[src/rtl/dma_pkg.sv]
// Shared types for the DMA scheduler: FSM states, transfer kinds and a channel
// one-hot helper.
package dma_pkg;

  typedef enum logic [2:0] {
    S_IDLE,
    S_SCHED,
    S_ISSUE,
    S_WAIT,
    S_RESUME
  } dma_state_e;

  typedef enum logic [1:0] {
    KIND_GDMA = 2'b00,
    KIND_INIT = 2'b01,
    KIND_LINE = 2'b10
  } xfer_kind_e;

  function automatic logic [7:0] ch_bit(input logic [2:0] ch);
    return 8'b1 << ch;
  endfunction

endpackage

[src/rtl/dma_prio_enc.sv]
// Lowest-index-first priority encoder over eight request lines.
module dma_prio_enc (
  input  logic [7:0] req,
  output logic       valid,
  output logic [2:0] index
);

  // Scanning downward leaves the lowest set bit as the final assignment.
  always_comb begin
    valid = |req;
    index = 3'd0;
    for (int i = 7; i >= 0; i--) begin
      if (req[i]) index = 3'(i);
    end
  end

endmodule

[src/rtl/dma_scheduler.sv]
// DMA scheduler: halts the CPU at an instruction boundary and sequences HDMA
// init, HDMA line and GDMA channel transfers one at a time.
module dma_scheduler
  import dma_pkg::*;
(
  input  logic       clk,
  input  logic       reset,
  input  logic       cpu_en,
  input  logic       cpu_boundary,
  input  logic       gdma_we,
  input  logic [7:0] gdma_mask,
  input  logic [7:0] hdma_en,
  input  logic       hdma_init_req,
  input  logic       hdma_line_req,
  input  logic [7:0] hdma_alive,
  output logic       xfer_start,
  output logic [2:0] xfer_ch,
  output logic [1:0] xfer_kind,
  input  logic       xfer_done,
  output logic       cpu_halt,
  output logic [7:0] gdma_pending,
  output logic       busy
);

  dma_state_e state_q, state_d;
  xfer_kind_e kind_q, kind_d;
  logic [2:0] ch_q, ch_d;
  logic [7:0] pend_q, pend_d;
  logic [7:0] serviced_q, serviced_d;
  logic       init_q, init_d;
  logic       line_q, line_d;
  logic       again_q, again_d;
  logic [7:0] clear_pend;
  logic       end_line_pass;
  logic       line_pass_active;
  logic [7:0] init_cand, line_cand, gdma_cand, sel_req;
  logic       sel_valid;
  logic [2:0] sel_idx;

  // Channels owned by HDMA are never offered to GDMA.
  always_comb begin
    init_cand = hdma_en & ~serviced_q;
    line_cand = hdma_en & hdma_alive & ~serviced_q;
    gdma_cand = pend_q & ~hdma_en;
    if (init_q)      sel_req = init_cand;
    else if (line_q) sel_req = line_cand;
    else             sel_req = gdma_cand;
  end

  dma_prio_enc u_prio (
    .req   (sel_req),
    .valid (sel_valid),
    .index (sel_idx)
  );

  assign line_pass_active = line_q && !init_q &&
                            ((|serviced_q) ||
                             ((state_q == S_ISSUE || state_q == S_WAIT) && kind_q == KIND_LINE));

  always_ff @(posedge clk or posedge reset) begin
    if (reset) state_q <= S_IDLE;
    else       state_q <= state_d;
  end

  always_comb begin
    state_d       = state_q;
    kind_d        = kind_q;
    ch_d          = ch_q;
    serviced_d    = serviced_q;
    init_d        = init_q;
    line_d        = line_q;
    again_d       = again_q;
    clear_pend    = 8'h00;
    end_line_pass = 1'b0;

    case (state_q)
      S_IDLE: begin
        if (cpu_en && cpu_boundary && (init_q || line_q || (|pend_q))) state_d = S_SCHED;
      end
      S_SCHED: begin
        if (cpu_en) begin
          if (sel_valid) begin
            ch_d    = sel_idx;
            kind_d  = init_q ? KIND_INIT : (line_q ? KIND_LINE : KIND_GDMA);
            state_d = S_ISSUE;
          end else if (init_q) begin
            init_d     = 1'b0;
            serviced_d = 8'h00;
          end else if (line_q) begin
            end_line_pass = 1'b1;
          end else begin
            state_d = S_RESUME;
          end
        end
      end
      S_ISSUE: begin
        if (cpu_en) state_d = S_WAIT;
      end
      S_WAIT: begin
        if (cpu_en && xfer_done) begin
          state_d = S_SCHED;
          // A completion from a pass that was restarted meanwhile must not mark the new pass.
          if (kind_q == KIND_GDMA) begin
            clear_pend = ch_bit(ch_q);
          end else if (kind_q == KIND_INIT && init_q) begin
            serviced_d = serviced_q | ch_bit(ch_q);
            if ((hdma_en & ~serviced_d) == 8'h00) begin
              init_d     = 1'b0;
              serviced_d = 8'h00;
            end
          end else if (kind_q == KIND_LINE && line_q && !init_q) begin
            serviced_d = serviced_q | ch_bit(ch_q);
            if ((hdma_en & hdma_alive & ~serviced_d) == 8'h00) end_line_pass = 1'b1;
          end
        end
      end
      S_RESUME: begin
        if (cpu_en) state_d = S_IDLE;
      end
      default: state_d = S_IDLE;
    endcase

    // A line request that arrived mid-pass turns the pass end into a fresh pass.
    if (end_line_pass) begin
      serviced_d = 8'h00;
      if (again_q) again_d = 1'b0;
      else         line_d  = 1'b0;
    end

    pend_d = (pend_q & ~clear_pend) | (gdma_we ? gdma_mask : 8'h00);
    if (hdma_line_req) begin
      if (line_pass_active) again_d = 1'b1;
      line_d = 1'b1;
    end
    if (hdma_init_req) begin
      init_d     = 1'b1;
      line_d     = 1'b0;
      again_d    = 1'b0;
      serviced_d = 8'h00;
    end
  end

  always_ff @(posedge clk or posedge reset) begin
    if (reset) begin
      kind_q     <= KIND_GDMA;
      ch_q       <= 3'd0;
      pend_q     <= 8'h00;
      serviced_q <= 8'h00;
      init_q     <= 1'b0;
      line_q     <= 1'b0;
      again_q    <= 1'b0;
    end else begin
      kind_q     <= kind_d;
      ch_q       <= ch_d;
      pend_q     <= pend_d;
      serviced_q <= serviced_d;
      init_q     <= init_d;
      line_q     <= line_d;
      again_q    <= again_d;
    end
  end

  assign busy         = (state_q != S_IDLE);
  assign cpu_halt     = busy;
  assign xfer_start   = (state_q == S_ISSUE) && cpu_en;
  assign xfer_ch      = ch_q;
  assign xfer_kind    = kind_q;
  assign gdma_pending = pend_q;

endmodule

[config.mk]
export PLATFORM = sky130hd
export DESIGN_NAME = dma_scheduler
export DESIGN_NICKNAME = d
export VERILOG_FILES = /design/src/rtl/dma_pkg.sv /design/src/rtl/dma_prio_enc.sv /design/src/rtl/dma_scheduler.sv
export SDC_FILE = /design/constraint.sdc
export NUM_CORES = 1
export LEC_CHECK = 0
export BUFFER_PORTS_ARGS = -buffer_cell sky130_fd_sc_hd__buf_2
export CORE_MARGIN = 2
export CORE_UTILIZATION = 46
export DETAILED_ROUTE_END_ITERATION = 8
export PLACE_DENSITY = 0.73
export SLEW_MARGIN = 15
export SYNTH_ARGS = -nofsm -noshare
export SYNTH_HDL_FRONTEND = slang
export SYNTH_SLANG_ARGS = --single-unit
export TNS_END_PERCENT = 50
[constraint.sdc]
create_clock -name clk -period 3.2 [get_ports clk]
set_input_delay 0.32 -clock clk [delete_from_list [all_inputs] [get_ports clk]]
set_output_delay 0.32 -clock clk [all_outputs]
set_load 0.02 [all_outputs]
==> impl_metrics.sql <==
INSERT INTO impl_metrics (metric_group, metric, value, unit) VALUES
('logic_synthesis', 'synth.avg_cell_area', '8.98', 'µm²'),
('logic_synthesis', 'post_synth_mux_area_share', '3.04', '%'),
('sta', 'final_hold_viol_count', '0', ''),
('sta', 'worst_pin_slew', '0.989', 'ns'),
('final_layout', 'antenna-diode-count', '0', ''),
('logic_synthesis', 'yosys.area.top_type_share', '36.5', '%'),
('floorplanning', 'design.portCount', '48', ''),
('min_path', 'class_of_the_tightest_hold_or_removal_check', 'input port to async pin', ''),
('critical_path', 'setup.worst_path.start_class', 'flip-flop', ''),
('sta', 'setup_total_negative_slack', '0', 'ns'),
('sta', 'fmaxAchievable', '0.356', 'GHz'),
('clock_network', 'maximum_root_to_sink_buffer_count', '2', ''),
('logic_synthesis', 'yosys_most_used_dff', 'sky130_fd_sc_hd__dfrtp_1', ''),
('floorplanning', 'rows', '23', ''),
('clock_network', 'clk-insertion-delay-late', '0.28', 'ns'),
('logic_synthesis', 'dominant_combinational_cell_family_by_area_after_synthesis', 'simple AND/OR/NAND/NOR gates', ''),
('detailed_routing', 'detail_route.wl_per_cell', '17.3', 'µm'),
('global_routing', 'antenna_found_initial', '0', ''),
('power', 'leakagePower', '0.00103', 'µW'),
('sta', 'final_min_period_over_clock_period', '87.9', '%'),
('logic_synthesis', 'netlist_instances', '206', ''),
('sta', 'final.setup_skew', '0.00480', 'ns'),
('logic_synthesis', 'post_synth_simple_gate_area', '29.1', '%'),
('final_layout', 'syn2layout_area_growth', '17.7', '%'),
('clock_network', 'cts_resized', '0', ''),
('logic_synthesis', 'asyncSetResetFlopFracSynth', '100', '%'),
('clock_network', 'cts_setup_buffers', '0', ''),
('final_layout', 'nets_finish', '284', ''),
('clock_network', 'cts_root_buf', 'sky130_fd_sc_hd__clkbuf_8', ''),
('sta', 'rsz0062_at_grt', 'no', ''),
('final_layout', 'fill_cells', '388', ''),
('detailed_routing', 'number_of_drc_violations_after_detailed_routing', '0', ''),
('outcome', 'status', 'completed', ''),
('floorplanning', 'dieArea', '0.00455', 'mm²'),
('logic_synthesis', 'yosysWarnings', '0', ''),
('logic_synthesis', 'synthXorXnorAreaFrac', '0', '%'),
('sta', 'setup_violations', '0', ''),
('floorplanning', 'initial_core_utilization', '46.9', '%'),
('critical_path', 'cp-endpoint', 'serviced_q[0]$_DFFE_PP0P_', ''),
('global_routing', 'number_of_global_route_vias_before_repair', '1697', ''),
('final_layout', 'postLayoutCoreUtil', '55.3', '%'),
('logic_synthesis', 'synth_edf_count', '0', ''),
('detailed_routing', 'drt_iter0_markers', '117', ''),
('critical_path', 'critPathKind', 'flip-flop to flip-flop', ''),
('clock_network', 'clk_transition_reported_paths', '0.10', 'ns'),
('clock_network', 'cts_htree_levels', '1', ''),
('critical_path', 'cp_data_arrival_time', '2.97', 'ns'),
('critical_path', 'worst_r2r_startpoint', 'line_q$_DFFE_PP0P_', ''),
('logic_synthesis', 'synth_top_area_cell', 'sky130_fd_sc_hd__dfrtp_1', ''),
('sta', 'final-max-slew-violation-count', '0', ''),
('clock_network', 'cts.sinks', '27', ''),
('detailed_routing', 'postRouteWirelength', '5220', 'µm'),
('logic_synthesis', 'yosys.cell_types.count', '53', ''),
('detailed_routing', 'drt_pass1_iterations', '4', ''),
('logic_synthesis', 'synth.top_cells.by_area', 'sky130_fd_sc_hd__dfrtp_1 (37%), sky130_fd_sc_hd__a21oi_1 (5.9%), sky130_fd_sc_hd__nor3_2 (4.9%)', ''),
('clock_network', 'cts-buffers-inserted', '3', ''),
('logic_synthesis', 'post-synth-top-count-cell', 'sky130_fd_sc_hd__dfrtp_1', ''),
('floorplanning', 'core_region_area', '0.00394', 'mm²'),
('critical_path', 'crit_path_end_kind', 'flip-flop', ''),
('logic_synthesis', 'synth_commonest_cells', 'sky130_fd_sc_hd__dfrtp_1 (27), sky130_fd_sc_hd__a21oi_1 (22), sky130_fd_sc_hd__nor2_1 (18)', ''),
('clock_network', 'tritoncts_clock_tree', 'yes', ''),
('critical_path', 'crit_start', 'line_q$_DFFE_PP0P_', ''),
('floorplanning', 'dieHeight', '67.4', 'µm'),
('global_routing', 'grt_max_degree', '28', ''),
('floorplanning', 'die_w', '67.4', 'µm'),
('logic_synthesis', 'ys_seq_elements', '27', ''),
('placed_design', 'globalplace.congestion', '0.957', ''),
('logic_synthesis', 'synth_area', '0.00185', 'mm²'),
('clock_network', 'ctsHoldBuffers', '0', ''),
('critical_path', 'setup.reg_to_reg.worst_slack', '0.39', 'ns'),
('global_routing', 'grt_overflow', '0', '');
## critical path, cell delays in order (launching register included)
cell and delay, ns:
sky130_fd_sc_hd__dfrtp_1 0.60, sky130_fd_sc_hd__or2_1 0.34, sky130_fd_sc_hd__o32ai_1 0.15, sky130_fd_sc_hd__or4_1 0.69, sky130_fd_sc_hd__nor3_2 0.38, sky130_fd_sc_hd__o221a_2 0.44
sky130_fd_sc_hd__nor3_2 0.09
## flip-flops by register name (all words and copies together), names as in the netlist
register,cells
xfer_kind,2
init_q,1
line_q,1
state_q,3
again_q,1
gdma_pending,8
xfer_ch,3
serviced_q,8
## layout make-up
type	count	area (µm²)	share of cell area, %
Clock buffer	3	41.3	1.90
Clock inverter	1	5.00	0.230
Inverter	14	52.6	2.41
Multi-Input combinational cell	155	1080	49.4
Sequential cell	27	676	31.0
Tap cell	50	62.6	2.87
Timing Repair Buffer	51	265	12.2
## metal layers
metal / track usage, % / share of wire (%) / up-vias
met3: 3.17 / 4.2 / 12
met4: 9.95 / 2.3 / 0
met5: 0 / 0 / -
li1: - / - / 868
met2: 39.2 / 47 / 57
met1: 33.9 / 46 / 893
## cell usage in the layout (no fill, tap or decap), types with 3 or more instances in the layout
master                     count
sky130_fd_sc_hd__a21oi_1      22
sky130_fd_sc_hd__a22o_1        8
sky130_fd_sc_hd__and3_1        3
sky130_fd_sc_hd__and3b_1       3
sky130_fd_sc_hd__buf_2        47
sky130_fd_sc_hd__buf_4         4
sky130_fd_sc_hd__clkbuf_8      3
sky130_fd_sc_hd__dfrtp_1      27
sky130_fd_sc_hd__inv_1        13
sky130_fd_sc_hd__mux2_1        4
sky130_fd_sc_hd__nand2_1      10
sky130_fd_sc_hd__nand2b_1      9
sky130_fd_sc_hd__nand3b_1      4
sky130_fd_sc_hd__nor2_1       18
sky130_fd_sc_hd__nor2b_1       3
sky130_fd_sc_hd__nor3_1        4
sky130_fd_sc_hd__nor3_2        9
sky130_fd_sc_hd__nor3b_1       6
sky130_fd_sc_hd__nor4_1        6
sky130_fd_sc_hd__o21ai_0       3
sky130_fd_sc_hd__o32ai_1       6
## how the worst min path moves through the flow
stage | to | slack (ns) | depth (start not counted)
global placement | line_q$_DFFE_PP0P_ | 0.49 | 1
finish | xfer_kind[1]$_DFFE_PP0P_ | 0.13 | 2
global route | serviced_q[5]$_DFFE_PP0P_ | 0.21 | 2
floorplan | again_q$_DFF_PP0_ | 0.37 | 1
detailed placement | line_q$_DFFE_PP0P_ | 0.50 | 1
CTS | again_q$_DFF_PP0_ | 0.23 | 2
## per-stage QoR
stage	setup WS (ns)	hold WS [ns]	total power (µW)	instances	cell area [µm²]
2_1_floorplan	0.882	0.373	852	206	1850
3_3_place_gp	0.515	0.488	1040	297	2130
3_5_place_dp	0.444	0.500	1050	297	2130
4_1_cts	0.429	0.234	1250	301	2180
5_1_grt	0.276	0.209	1330	301	2180
6_report	0.388	0.132	1250	301	2180
## power by group
| part | internal [µW] | switching (µW) | total [µW] | leakage [µW] |
|---|---|---|---|---|
| logic | 225 | 334 | 559 | 0.000687 |
| clock network | 87.6 | 113 | 201 | 0.0000255 |
| registers | 391 | 99.6 | 490 | 0.000314 |
## logic make-up (layout without fill, tap and decap cells)
kind of cell / count (synthesis) / count (layout)
compound gates: 63 / 63
buf+inv: 24 / 69
simple gates: 87 / 87
flops: 27 / 27
mux: 5 / 5
No activity file was read; power rests on OpenSTA's default activity.
